==> src/rtl/line_interp_p_pkg.sv <==
`default_nettype none
// ============================================================================
//  Module      : interp_pkg
//  Description : Shared types and width helpers for the interpolator family.
//  Revision    : 1.0  initial release
// ============================================================================
package interp_pkg;

    typedef enum logic [0:0] {
        IDLE = 1'b0,
        RUN  = 1'b1
    } state_t;

    typedef enum logic [2:0] {
        STEP_NONE = 3'd0,
        STEP_XP   = 3'd1,
        STEP_XN   = 3'd2,
        STEP_YP   = 3'd3,
        STEP_YN   = 3'd4
    } step_t;

    // Error needs two extra bits over the coordinate width, step count one.
    localparam int ERR_PAD = 2;
    localparam int CNT_PAD = 1;

    function automatic int err_w(input int w);
        return w + ERR_PAD;
    endfunction

    function automatic int cnt_w(input int w);
        return w + CNT_PAD;
    endfunction

endpackage
`default_nettype wire

==> src/rtl/line_interp_p_if.sv <==
`default_nettype none
// ============================================================================
//  Module      : line_interp_p_if
//  Description : Command/status bundle between motion decoder and interpolator.
//  Revision    : 1.0  initial release
// ============================================================================
interface line_interp_p_if #(
    parameter int W     = 16,
    parameter int DIV_W = 16
);
    logic                 start;
    logic                 abort;
    logic signed [W-1:0]  xe;
    logic signed [W-1:0]  ye;
    logic [DIV_W-1:0]     step_period;
    logic                 busy;
    logic                 done;
    logic                 x_acc;
    logic                 x_dec;
    logic                 y_acc;
    logic                 y_dec;
    logic [W:0]           steps_left;

    modport master (
        output start, abort, xe, ye, step_period,
        input  busy, done, x_acc, x_dec, y_acc, y_dec, steps_left
    );

    modport slave (
        input  start, abort, xe, ye, step_period,
        output busy, done, x_acc, x_dec, y_acc, y_dec, steps_left
    );
endinterface
`default_nettype wire

==> src/rtl/line_interp_p_step_rate_gen.sv <==
`default_nettype none
// ============================================================================
//  Module      : step_rate_gen
//  Description : Loadable down-counter; o_tick is high while the count is zero.
//  Revision    : 1.0  initial release
// ============================================================================
module step_rate_gen #(
    parameter int DIV_W = 16
) (
    input  wire logic             sys_clk,
    input  wire logic             sys_rst,
    input  wire logic             i_load,
    input  wire logic             i_count_en,
    input  wire logic [DIV_W-1:0] i_load_val,
    output logic                  o_tick
);
    logic [DIV_W-1:0] r_cnt;

    always_ff @(posedge sys_clk or posedge sys_rst) begin
        if (sys_rst) begin
            r_cnt <= '0;
        end else if (i_load) begin
            r_cnt <= i_load_val;
        end else if (i_count_en && (r_cnt != '0)) begin
            r_cnt <= r_cnt - DIV_W'(1);
        end
    end

    assign o_tick = (r_cnt == '0);
endmodule
`default_nettype wire

==> src/rtl/line_interp_p.sv <==
`default_nettype none
// ============================================================================
//  Module      : line_interp_p
//  Description : Point-by-point comparison line interpolator, any quadrant.
//  Revision    : 1.0  initial release
// ============================================================================
module line_interp_p
    import interp_pkg::*;
#(
    parameter int W     = 16,
    parameter int DIV_W = 16
) (
    input  wire logic      sys_clk,
    input  wire logic      sys_rst,
    line_interp_p_if.slave bus
);
    localparam int ERR_W = err_w(W);
    localparam int CNT_W = cnt_w(W);

    state_t                   r_state;
    logic [W-1:0]             r_ax;
    logic [W-1:0]             r_ay;
    logic                     r_x_pos;
    logic                     r_y_pos;
    logic signed [ERR_W-1:0]  r_err;
    logic [CNT_W-1:0]         r_steps_left;
    logic [DIV_W-1:0]         r_period;
    logic                     r_busy;
    logic                     r_done;
    logic                     r_x_acc;
    logic                     r_x_dec;
    logic                     r_y_acc;
    logic                     r_y_dec;

    logic [W-1:0]             w_ax;
    logic [W-1:0]             w_ay;
    logic                     w_tick;
    logic                     w_accept;
    logic                     w_step_go;
    logic                     w_take_x;
    step_t                    w_step;
    logic [DIV_W-1:0]         w_load_val;

    // Magnitude as unsigned W bits, so the most negative value maps cleanly.
    assign w_ax = bus.xe[W-1] ? (~bus.xe + W'(1)) : bus.xe;
    assign w_ay = bus.ye[W-1] ? (~bus.ye + W'(1)) : bus.ye;

    assign w_accept   = (r_state == IDLE) && bus.start;
    assign w_step_go  = (r_state == RUN) && !bus.abort && w_tick && (r_steps_left != '0);
    assign w_load_val = (r_state == IDLE) ? bus.step_period : r_period;

    always_comb begin
        w_take_x = 1'b0;
        if (r_ay == '0) begin
            w_take_x = 1'b1;
        end else if (r_ax != '0) begin
            w_take_x = !r_err[ERR_W-1];
        end
        if (w_take_x) begin
            w_step = r_x_pos ? STEP_XP : STEP_XN;
        end else begin
            w_step = r_y_pos ? STEP_YP : STEP_YN;
        end
    end

    step_rate_gen #(
        .DIV_W (DIV_W)
    ) u_rate (
        .sys_clk    (sys_clk),
        .sys_rst    (sys_rst),
        .i_load     (w_accept || w_step_go),
        .i_count_en (r_state == RUN),
        .i_load_val (w_load_val),
        .o_tick     (w_tick)
    );

    always_ff @(posedge sys_clk or posedge sys_rst) begin
        if (sys_rst) begin
            r_state      <= IDLE;
            r_ax         <= '0;
            r_ay         <= '0;
            r_x_pos      <= 1'b0;
            r_y_pos      <= 1'b0;
            r_err        <= '0;
            r_steps_left <= '0;
            r_period     <= '0;
            r_busy       <= 1'b0;
            r_done       <= 1'b0;
            r_x_acc      <= 1'b0;
            r_x_dec      <= 1'b0;
            r_y_acc      <= 1'b0;
            r_y_dec      <= 1'b0;
        end else begin
            r_done  <= 1'b0;
            r_x_acc <= 1'b0;
            r_x_dec <= 1'b0;
            r_y_acc <= 1'b0;
            r_y_dec <= 1'b0;
            case (r_state)
                IDLE: begin
                    if (bus.start) begin
                        r_state      <= RUN;
                        r_busy       <= 1'b1;
                        r_ax         <= w_ax;
                        r_ay         <= w_ay;
                        r_x_pos      <= !bus.xe[W-1] && (bus.xe != '0);
                        r_y_pos      <= !bus.ye[W-1] && (bus.ye != '0);
                        r_err        <= '0;
                        r_steps_left <= {1'b0, w_ax} + {1'b0, w_ay};
                        r_period     <= bus.step_period;
                    end
                end
                RUN: begin
                    if (bus.abort) begin
                        r_state <= IDLE;
                        r_busy  <= 1'b0;
                    end else if (w_tick && (r_steps_left == '0)) begin
                        r_state <= IDLE;
                        r_busy  <= 1'b0;
                        r_done  <= 1'b1;
                    end else if (w_step_go) begin
                        r_steps_left <= r_steps_left - CNT_W'(1);
                        r_x_acc      <= (w_step == STEP_XP);
                        r_x_dec      <= (w_step == STEP_XN);
                        r_y_acc      <= (w_step == STEP_YP);
                        r_y_dec      <= (w_step == STEP_YN);
                        // A zero magnitude on the other axis makes these no-ops.
                        if (w_take_x) begin
                            r_err <= r_err - $signed({2'b00, r_ay});
                        end else begin
                            r_err <= r_err + $signed({2'b00, r_ax});
                        end
                    end
                end
                default: begin
                    r_state <= IDLE;
                    r_busy  <= 1'b0;
                end
            endcase
        end
    end

    assign bus.busy       = r_busy;
    assign bus.done       = r_done;
    assign bus.x_acc      = r_x_acc;
    assign bus.x_dec      = r_x_dec;
    assign bus.y_acc      = r_y_acc;
    assign bus.y_dec      = r_y_dec;
    assign bus.steps_left = r_steps_left;
endmodule
`default_nettype wire

==> src/flat_wrapper.sv <==
// flat-port wrapper written by rule: the top's interface ports become plain ports
module line_interp_p_flat import interp_pkg::*;
#(
    parameter int W     = 16,
    parameter int DIV_W = 16
)
  (sys_clk, sys_rst, bus_start, bus_abort, bus_xe, bus_ye, bus_step_period, bus_busy, bus_done, bus_x_acc, bus_x_dec, bus_y_acc, bus_y_dec, bus_steps_left);
  line_interp_p_if #(.W(W), .DIV_W(DIV_W)) bus_i ();
  input  wire logic sys_clk;
  input  wire logic sys_rst;
  input wire logic [$bits(bus_i.start)-1:0] bus_start;
  input wire logic [$bits(bus_i.abort)-1:0] bus_abort;
  input wire logic [$bits(bus_i.xe)-1:0] bus_xe;
  input wire logic [$bits(bus_i.ye)-1:0] bus_ye;
  input wire logic [$bits(bus_i.step_period)-1:0] bus_step_period;
  output wire logic [$bits(bus_i.busy)-1:0] bus_busy;
  output wire logic [$bits(bus_i.done)-1:0] bus_done;
  output wire logic [$bits(bus_i.x_acc)-1:0] bus_x_acc;
  output wire logic [$bits(bus_i.x_dec)-1:0] bus_x_dec;
  output wire logic [$bits(bus_i.y_acc)-1:0] bus_y_acc;
  output wire logic [$bits(bus_i.y_dec)-1:0] bus_y_dec;
  output wire logic [$bits(bus_i.steps_left)-1:0] bus_steps_left;
  assign bus_i.start = bus_start;
  assign bus_i.abort = bus_abort;
  assign bus_i.xe = bus_xe;
  assign bus_i.ye = bus_ye;
  assign bus_i.step_period = bus_step_period;
  assign bus_busy = bus_i.busy;
  assign bus_done = bus_i.done;
  assign bus_x_acc = bus_i.x_acc;
  assign bus_x_dec = bus_i.x_dec;
  assign bus_y_acc = bus_i.y_acc;
  assign bus_y_dec = bus_i.y_dec;
  assign bus_steps_left = bus_i.steps_left;
  line_interp_p #(.W(W), .DIV_W(DIV_W)) u_core (.sys_clk(sys_clk), .sys_rst(sys_rst), .bus(bus_i));
endmodule
==> config.mk <==
export PLATFORM = sky130hd
export DESIGN_NAME = line_interp_p_flat
export DESIGN_NICKNAME = d
export VERILOG_FILES = /design/src/rtl/line_interp_p_pkg.sv /design/src/rtl/line_interp_p_if.sv /design/src/rtl/line_interp_p_step_rate_gen.sv /design/src/rtl/line_interp_p.sv /design/src/flat_wrapper.sv
export SDC_FILE = /design/constraint.sdc
export NUM_CORES = 1
export LEC_CHECK = 0
export BUFFER_PORTS_ARGS = -buffer_cell sky130_fd_sc_hd__buf_2
export CORE_UTILIZATION = 30
export DETAILED_ROUTE_END_ITERATION = 6
export PLACE_DENSITY = 0.54
export SLEW_MARGIN = 20
export SYNTH_ARGS = -nofsm -noshare
export SYNTH_HDL_FRONTEND = slang
export SYNTH_SLANG_ARGS = --single-unit
==> constraint.sdc <==
create_clock -name sys_clk -period 10.85 [get_ports sys_clk]
set_input_delay 0 -clock sys_clk [delete_from_list [all_inputs] [get_ports sys_clk]]
set_output_delay 0 -clock sys_clk [all_outputs]
set_load 0.05 [all_outputs]
==> results.txt <==
Hold Path End - u_core.r_ay[9]
top-level port count - 75
final cell count without fillers - 1295
Cells after DPL - 1259
most frequent cells in the layout - nand2_1, dfrtp_1, buf_2
Tcrit/Tclk final - 45.1%
cell area power density - 178 nW/um2
Synth Net Count - 981
RePlAce Congestion - 0.830
RSZ-0062 raised after global routing - false
average cell area after synthesis - 8.30 um2
CTS clock-pin slew for the worst setup and hold paths - 80 ps
ant diodes - 0
detailed-router iteration count before antenna repair - 5
Worst R2R Path Depth - 16
Post-synth EDFFs - 0
Setup Viol. Count Final - 0
first-pass GRT wire length - 32900 um
Yosys top cell by area - dfrtp_1
Peak VDD IR - 0.116 mV
asr flop ratio synth - 100%
DRT iter0 DRCs - 369
GRT overflow - 0
Yosys Warn Count - 0
die area - 25200 um2
number of buffers added on ports - 74
sequential area share after synthesis - 36.6%
Layout area overhead - 16.9%
layout cells sized above 1 - 11.7%
TNS Setup - 0 ps
top area cells in the synthesized netlist - dfrtp_1, nand2_1, ha_1, xnor2_1, o21ai_0
max frequency - 204 MHz
Initial Util - 30.4%
PostCTS Resize Cnt - 0
status - completed
later-pin clock latency in the skew report - 360 ps
Int Pwr - 0.000910 W
Worst Skew - 13.4 ps
Worst R2R End - u_core.r_err[16]
crit-path max FO - 34
vias in the first global route - 6164
final WL - 19800 um
Vias/cell - 5.04
sw frac - 40.7%
WS Path Type - register to register
DP Worst Slack - 5990 ps
Die W - 159 um
Min-Delay Path Class - input port to register
Synth cell types - 60
Clock Root Buffer - clkbuf_16
Hold Path Depth - 4
cts bufs inserted - 9
DP HPWL - 14600 um
number of max-cap violations - 0
startpoint types - register
CTS tree - done
Main synth FF type - dfrtp_1
Synth Instances - 889
Psw - 0.000624 W
Core ar. - 24200 um2
slack of the critical path - 5960 ps
fin util - 35.6%
commonest non-fill, non-tap cell in the layout - nand2_1
critical path arrival - 5110 ps
clock sink total - 108
Layout Nets - 1058
endpoint type of the worst setup path - register
startpoint of the worst hold path - bus_ye[9]
largest net degree at the start of global routing - 77
R2R setup slack - 5960 ps
H-Tree Depth - 3
average wire per standard cell - 15.3 um
Seq cells post-synth - 108
CP required - 11070 ps
Remaining DRCs - 0
Rel. slew slack - 33.5%
Syn Std Cell Area - 7380 um2
Tightest Pin Transition - 985 ps
Clock Tree Buf Depth - 2
die height - 159 um
via count - 6523
Seq pwr share - 38.2%
Post-DRT Antenna Nets - 0
Tot GR Track Use - 16.2%
fin crit period - 4890 ps
total power - 0.00153 W
filler instances - 2553
clock share of power - 24.3%
Pleak - 3.91 nW
Final Max Slew Viols - 0
worst flop-to-flop path startpoint - u_core.r_ax[0]
combinational share of power - 37.5%
post-synth top area share - 36.6%
row count - 57
final-report hold violation count - 0
antenna violations before repair - 0
## Yosys cell counts, types with 3 or more instances
| cell | number |
|---|---|
| a211oi_1 | 15 |
| a21boi_1 | 3 |
| a21o_1 | 11 |
| a21oi_1 | 56 |
| a221o_1 | 5 |
| a31oi_1 | 6 |
| and2_1 | 3 |
| and3_1 | 6 |
| buf_1 | 4 |
| buf_2 | 7 |
| clkbuf_1 | 24 |
| dfrtp_1 | 108 |
| ha_1 | 38 |
| inv_1 | 26 |
| mux2_2 | 3 |
| mux2i_1 | 14 |
| nand2_1 | 178 |
| nand2b_1 | 12 |
| nand3_1 | 31 |
| nand4_1 | 7 |
| nor2_1 | 52 |
| nor2b_1 | 14 |
| nor3_1 | 14 |
| nor3b_1 | 4 |
| nor4_1 | 14 |
| o211ai_1 | 3 |
| o21a_1 | 5 |
| o21ai_0 | 63 |
| o21bai_1 | 6 |
| o22ai_1 | 5 |
| o31a_1 | 3 |
| o31ai_1 | 9 |
| o41ai_1 | 6 |
| or2_2 | 5 |
| or3_1 | 12 |
| or4_1 | 12 |
| xnor2_1 | 44 |
| xor2_1 | 31 |
## registers in the layout (all words and copies together), names as in the netlist, 16 cells and up
name / flops
u_core.r_err: 18
u_core.bus.steps_left: 17
u_core.r_ax: 16
u_core.r_ay: 16
u_core.r_period: 16
u_core.u_rate.r_cnt: 16
## routing by layer
| metal | wire length (um) | up-vias | global-route usage [%] | part of all wire, % |
|---|---|---|---|---|
| li1 | - | 3303 | - | - |
| met1 | 10300 | 3112 | 23.8 | 52 |
| met2 | 8780 | 97 | 25.1 | 44 |
| met3 | 494 | 11 | 2.01 | 2.5 |
| met4 | 227 | 0 | 4.02 | 1.1 |
| met5 | 0 | - | 0 | 0 |
## repair_timing
item,in CTS,in global routing
buffers inserted,0,0
hold buffers,20,0
endpoints found under the hold margin,71,0
## how the worst max path moves through the flow
stage | end | slack (ps) | depth (start not counted) | from
after floorplan | u_core.r_err[16] | 6740 | 17 | u_core.r_ax[0]
after global placement | u_core.r_err[16] | 6140 | 16 | u_core.r_ax[0]
after detailed placement | u_core.r_err[16] | 5990 | 16 | u_core.r_ax[0]
after CTS | u_core.r_err[16] | 5970 | 16 | u_core.r_ax[0]
after global routing | u_core.r_err[16] | 5530 | 16 | u_core.r_ax[0]
final | u_core.r_err[16] | 5960 | 16 | u_core.r_ax[0]
## final cells by class
| class | count | area [um2] | area share, % |
|---|---|---|---|
| clock buffer | 10 | 239 | 2.77 |
| timing repair buffer | 101 | 623 | 7.22 |
| tap | 324 | 405 | 4.70 |
| inverter | 26 | 100 | 1.16 |
| sequential | 108 | 2700 | 31.3 |
| clock inverter | 6 | 92.6 | 1.07 |
| multi-input combinational | 720 | 4460 | 51.7 |
## logic make-up (layout without fill, tap and decap cells)
logic type / after synthesis / after routing / synth area share [%]
buffers and inverters: 61 / 143 / 3.22
muxes: 17 / 17 / 2.36
xor gates and xnor gates: 75 / 75 / 8.90
and+or+nand+nor: 373 / 373 / 23.7
DFF: 108 / 108 / 36.6
adders and majority gates: 40 / 40 / 6.98
AOI/OAI and AO/OA: 215 / 215 / 18.2
## worst max-delay path, stage by stage (launching register included)
cell      delay [ps]
dfrtp_1          390
inv_1            100
ha_1             210
or4b_2           590
nor4_1           630
o21ai_4          340
o21ai_0          300
ha_1             200
inv_1             50
fa_1             420
a211oi_1         240
o21ai_0          160
a211oi_1         400
a21oi_1          220
a211oi_1         280
xor2_1           160
o21ai_0           80
## power by group through the flow
stage          Clock (W)  Combinational [W]  Sequential (W)
2_1_floorplan          0           0.000344        0.000663
3_3_place_gp           0           0.000568        0.000592
3_5_place_dp           0           0.000572        0.000593
4_1_cts         0.000383           0.000579        0.000586
5_1_grt         0.000395           0.000638        0.000600
6_report        0.000373           0.000575        0.000586
## stage by stage
stage	instance area, um2	hold WS, ps
floorplan	7380	105
global placement	8090	130
detailed placement	8090	127
CTS	8620	6.21
global route	8630	36.7
finish	8630	12.2
No activity file was read; power rests on OpenSTA's default activity.
